[config.mk]
export PLATFORM = sky130hd
export DESIGN_NAME = storage_access_responder
export DESIGN_NICKNAME = d
export VERILOG_FILES = /design/src/rtl/storage_access_responder.sv
export SDC_FILE = /design/constraint.sdc
export NUM_CORES = 1
export LEC_CHECK = 0
export BUFFER_PORTS_ARGS = -buffer_cell sky130_fd_sc_hd__buf_4
export CORE_MARGIN = 8
export CORE_UTILIZATION = 43
export CTS_BUF_LIST = sky130_fd_sc_hd__clkbuf_4 sky130_fd_sc_hd__clkbuf_8 sky130_fd_sc_hd__clkbuf_16
export DETAILED_ROUTE_END_ITERATION = 10
export PLACE_DENSITY = 0.76
export REMOVE_ABC_BUFFERS = 1
export SLEW_MARGIN = 40
export SYNTH_ARGS = -nofsm -noshare
export SYNTH_HDL_FRONTEND = slang
export SYNTH_SLANG_ARGS = --single-unit
[constraint.sdc]
create_clock -name clock -period 2.7 [get_ports clock]
set_input_delay 0 -clock clock [delete_from_list [all_inputs] [get_ports clock]]
set_output_delay 0 -clock clock [all_outputs]
set_load 0.01 [all_outputs]
[src/rtl/storage_access_responder.sv]
// Storage-side responder: range-checks one CPU storage request at a time, translates it
// into the storage-local space and drives a slow storage port with configurable wait states.
module storage_access_responder #(
    parameter int DATA_WIDTH            = 32,
    parameter int INPUT_WIDTH           = 32,
    parameter int MEMORY_ADDRESS_WIDTH  = 13,
    parameter int STORAGE_ADDRESS_WIDTH = 15,
    parameter int WAIT_STATES           = 2
) (
    input  logic                             clock,
    input  logic                             reset,
    input  logic                             request,
    input  logic                             write_enable,
    input  logic [INPUT_WIDTH-1:0]           address,
    input  logic [DATA_WIDTH-1:0]            write_data,
    output logic                             busy,
    output logic                             done,
    output logic                             error,
    output logic [DATA_WIDTH-1:0]            read_data,
    output logic [STORAGE_ADDRESS_WIDTH-1:0] st_address,
    output logic [DATA_WIDTH-1:0]            st_write_data,
    output logic                             st_write_enable,
    output logic                             st_read_enable,
    input  logic [DATA_WIDTH-1:0]            st_read_data
);

    typedef enum logic [1:0] {IDLE, ACCESS, FAULT, DONE} state_t;

    // One extra bit so the exclusive upper bound cannot wrap for wide storage windows.
    localparam logic [INPUT_WIDTH:0] WIDE_ONE      = {{INPUT_WIDTH{1'b0}}, 1'b1};
    localparam logic [INPUT_WIDTH:0] STORAGE_START = WIDE_ONE << MEMORY_ADDRESS_WIDTH;
    localparam logic [INPUT_WIDTH:0] STORAGE_LIMIT = STORAGE_START + (WIDE_ONE << STORAGE_ADDRESS_WIDTH);
    localparam logic [STORAGE_ADDRESS_WIDTH-1:0] START_LOW = STORAGE_START[STORAGE_ADDRESS_WIDTH-1:0];

    localparam int COUNT_WIDTH = (WAIT_STATES > 0) ? $clog2(WAIT_STATES + 1) : 1;
    localparam logic [COUNT_WIDTH-1:0] COUNT_INIT = COUNT_WIDTH'(WAIT_STATES);
    localparam logic [COUNT_WIDTH-1:0] COUNT_ONE  = COUNT_WIDTH'(1);

    state_t                             state;
    logic [COUNT_WIDTH-1:0]             count;
    logic                               is_write;
    logic                               in_range;
    logic [STORAGE_ADDRESS_WIDTH-1:0]   local_address;

    // Truncated subtraction equals subtracting the truncated operands, so only the low bits are needed.
    assign in_range      = ({1'b0, address} >= STORAGE_START) && ({1'b0, address} < STORAGE_LIMIT);
    assign local_address = address[STORAGE_ADDRESS_WIDTH-1:0] - START_LOW;

    // NOTE: every register below is written with <= so all updates use pre-edge values,
    // and every output (including read_data) is cleared by the asynchronous reset.
    always_ff @(posedge clock or posedge reset) begin
        if (reset) begin
            state           <= IDLE;
            count           <= '0;
            is_write        <= 1'b0;
            busy            <= 1'b0;
            done            <= 1'b0;
            error           <= 1'b0;
            read_data       <= '0;
            st_address      <= '0;
            st_write_data   <= '0;
            st_write_enable <= 1'b0;
            st_read_enable  <= 1'b0;
        end else begin
            case (state)
                IDLE: begin
                    if (request) begin
                        is_write      <= write_enable;
                        st_write_data <= write_data;
                        busy          <= 1'b1;
                        if (in_range) begin
                            st_address      <= local_address;
                            count           <= COUNT_INIT;
                            st_read_enable  <= ~write_enable;
                            st_write_enable <= write_enable;
                            state           <= ACCESS;
                        end else begin
                            state <= FAULT;
                        end
                    end
                end
                ACCESS: begin
                    // The write strobe is a single-cycle pulse; the read enable spans the access.
                    st_write_enable <= 1'b0;
                    if (count == '0) begin
                        st_read_enable <= 1'b0;
                        done           <= 1'b1;
                        error          <= 1'b0;
                        if (!is_write)
                            read_data <= st_read_data;
                        state <= DONE;
                    end else begin
                        count <= count - COUNT_ONE;
                    end
                end
                FAULT: begin
                    done  <= 1'b1;
                    error <= 1'b1;
                    if (!is_write)
                        read_data <= '0;
                    state <= DONE;
                end
                DONE: begin
                    done  <= 1'b0;
                    error <= 1'b0;
                    busy  <= 1'b0;
                    state <= IDLE;
                end
                default: state <= IDLE;
            endcase
        end
    end

endmodule

==> summary.md <==
| Metric | Value |
|---|---|
| Clk sinks | `89` |
| Final nets | `710` |
| Core outline area | `8590 um2` |
| Simple-gate share of the synthesized area | `0.229` |
| Layout area overhead | `66.6%` |
| Overflow after GRT | `0` |
| Worst R2R Setup Slack | `0.54 ns` |
| Std cell rows | `34` |
| Final Max Tran Viols | `0` |
| Data required, critical path | `2.96 ns` |
| Routed len/inst | `16.6 um` |
| DR iter-0 viols | `140` |
| CTS tree | `done` |
| Compound-Gate Fraction of Synth Area | `0.0277` |
| Critical setup path kind | `flop to flop` |
| Fin. Hold Viols | `0` |
| First-pass DRT Iterations | `4` |
| Largest net degree at the start of global routing | `49` |
| Final Cycle Share | `0.801` |
| CP Capture Type | `flop` |
| CTS buffer count | `9` |
| DR vias | `3,471` |
| CP Launch Type | `flop` |
| Combinational family with the most area after synthesis | `simple AND/OR/NAND/NOR gates` |
| IO Pins | `184` |
| Status | `finished, final reports clean` |
| RSZ-0062 raised after global routing | `no` |
| Die footprint | `12,000 um2` |
| Worst-path maximum fanout | `22` |
| Synth Area per Inst | `11.0 um2` |
| Die W | `109 um` |
| Setup Buffers After CTS | `0` |
| Most common cell after layout, fill and taps aside | `buf_4` |
| Vias in the first global route | `3,688` |
| #FFs+latches synth | `89` |
| Worst skew pair latency | `0.34 ns` |
| Fin crit period | `2.16 ns` |
| Hold Slack | `0.0768 ns` |
| Final setup fails | `0` |
| Vias per cell | `4.82` |
| Synth Area in Adders | `0.0167` |
| Final wirelength | `12,000 um` |
| EDFF count, synth | `0` |
| Syn. warnings | `0` |
| First-pass GRT wire length | `18,500 um` |
| Most frequent cells in the layout | `buf_4 (188), nand2_1 (117), dfrtp_1 (89), dlygate4sd3_1 (81), mux2_2 (34)` |
| Input/output buffers | `183` |
| RePlAce Congestion | `0.837` |
| ANT nets after route | `0` |
| CTS Buffer Depth | `2` |
| Die Y | `109 um` |
| Yosys cell types | `31` |
| Worst-margin pin slew | `0.521 ns` |
| Total of max-cap violations | `0` |
| Sequential share of the synthesized area | `0.594` |
| Mapped Area | `3750 um2` |
| XOR/XNOR share of the synthesized area | `0.00467` |
| Worst Skew | `0.0140 ns` |
| Critical path arrival | `2.42 ns` |
| Final HPWL from detailed placement | `7870 um` |
| Layout cell share with drive strength beyond 1 | `0.410` |
| Root Driver | `clkbuf_8` |
| Max IR drop VDD | `0.000410 V` |
| Initial Utilization | `0.437` |
| CTS HTree Levels | `3` |
| Mux contribution to synthesized area | `0.105` |
| Ys async rst share | `1.00` |
| Hold WC Path Type | `input pin to flop` |
| Setup TNS | `0 ns` |
| Slew HR | `0.653` |
| Static leakage | `0.00318 uW` |
| FMAX | `0.462 GHz` |
| Synth Instances | `340` |
| Synth Flop Type | `dfrtp_1` |
| Clock-pin slew on the worst setup and hold paths | `0.08 ns` |
| Initial antenna violation count | `1` |
| Total track usage | `0.195` |
| # DRC | `0` |
| Power Density | `888 nW/um2` |
[routing by layer]
metal | track usage | wire, um
met1 | 0.228 | 4840
met2 | 0.336 | 6040
met5 | 0 | 0
met4 | 0.0569 | 154
met3 | 0.0621 | 932
[cell families (layout without fill, tap and decap cells)]
| logic type | after synthesis | in the layout |
|---|---|---|
| AOI/OAI and AO/OA | 15 | 15 |
| xor gates and xnor gates | 2 | 2 |
| adders and majority gates | 5 | 5 |
| buffers and inverters | 21 | 291 |
| DFF | 89 | 89 |
| muxes | 35 | 35 |
| other | 0 | 2 |
| and+or+nand+nor | 173 | 173 |
[sequential cells by signal, indices dropped and copies added (netlist names)]
register and cells:
busy 1, count 2, done 1, error 1, is_write 1, read_data 32, st_address 15, st_read_enable 1
st_write_data 32, st_write_enable 1, state 2
[cells in the mapped netlist, types with 2 or more instances]
cell type	number	area share
a21o_1	2	0.0040
mux2_2	34	0.10
a21oi_1	2	0.0027
buf_2	2	0.0027
nor2_1	7	0.0070
nand2b_1	4	0.0067
nor4_2	4	0.013
nand2_1	117	0.12
nand3_1	2	0.0027
inv_1	5	0.0050
o21ai_0	4	0.0053
nand3b_1	33	0.066
xor2_1	2	0.0047
ha_1	5	0.017
clkbuf_1	13	0.013
dfrtp_1	89	0.59
[stage by stage]
step / util / cell area (um2) / power (uW) / std cells / setup WS (ns)
floorplan: - / 3680 / 3400 / 324 / -0.0280
global placement: 0.611 / 5250 / 4550 / 621 / 0.643
detailed placement: 0.611 / 5250 / 4650 / 621 / 0.550
CTS: 0.727 / 6250 / 5580 / 718 / 0.527
global route: 0.727 / 6250 / 5920 / 719 / 0.417
finish: 0.728 / 6250 / 5550 / 720 / 0.538
[area by class of cell]
| class | count | area, um2 |
|---|---|---|
| repair buffers | 270 | 2240 |
| fillers | 591 | 2340 |
| diodes | 2 | 5.00 |
| clock inverters | 6 | 43.8 |
| inverters | 5 | 21.3 |
| multi-input cells | 230 | 1440 |
| flip-flops and latches | 89 | 2230 |
| clock buffers | 10 | 138 |
| well taps | 108 | 135 |
[worst max-delay path, stage by stage, from the launching register on]
cell	delay, ns
dfrtp_1	0.43
inv_1	0.10
ha_1	0.42
nand2_1	0.19
or3_4	0.54
a211o_1	0.34
o211ai_2	0.07
[power breakdown]
group	leakage, uW	switching (uW)	total [uW]	internal, uW
Sequential	0.00112	284	2120	1840
Clock	0.0000805	467	827	359
Combinational	0.00198	1260	2600	1340
[final timing paths]
kind | startpoint | end | cells after the start
setup / recovery | state[1] | count[0] | 6
hold / removal | request | busy | 5
setup reg to reg | state[1] | count[0] | 6
hold reg to reg | read_data[8] | read_data[8] | 2
max in group asynchronous | reset | done | 4
min in group asynchronous | reset | st_write_data[8] | 3
[what timing repair did]
item / CTS / global route
hold buffers: 81 / 0
endpoints found under the hold margin: 123 / 0
resized for setup: 0 / 0
(Power assumes the default switching activity.)
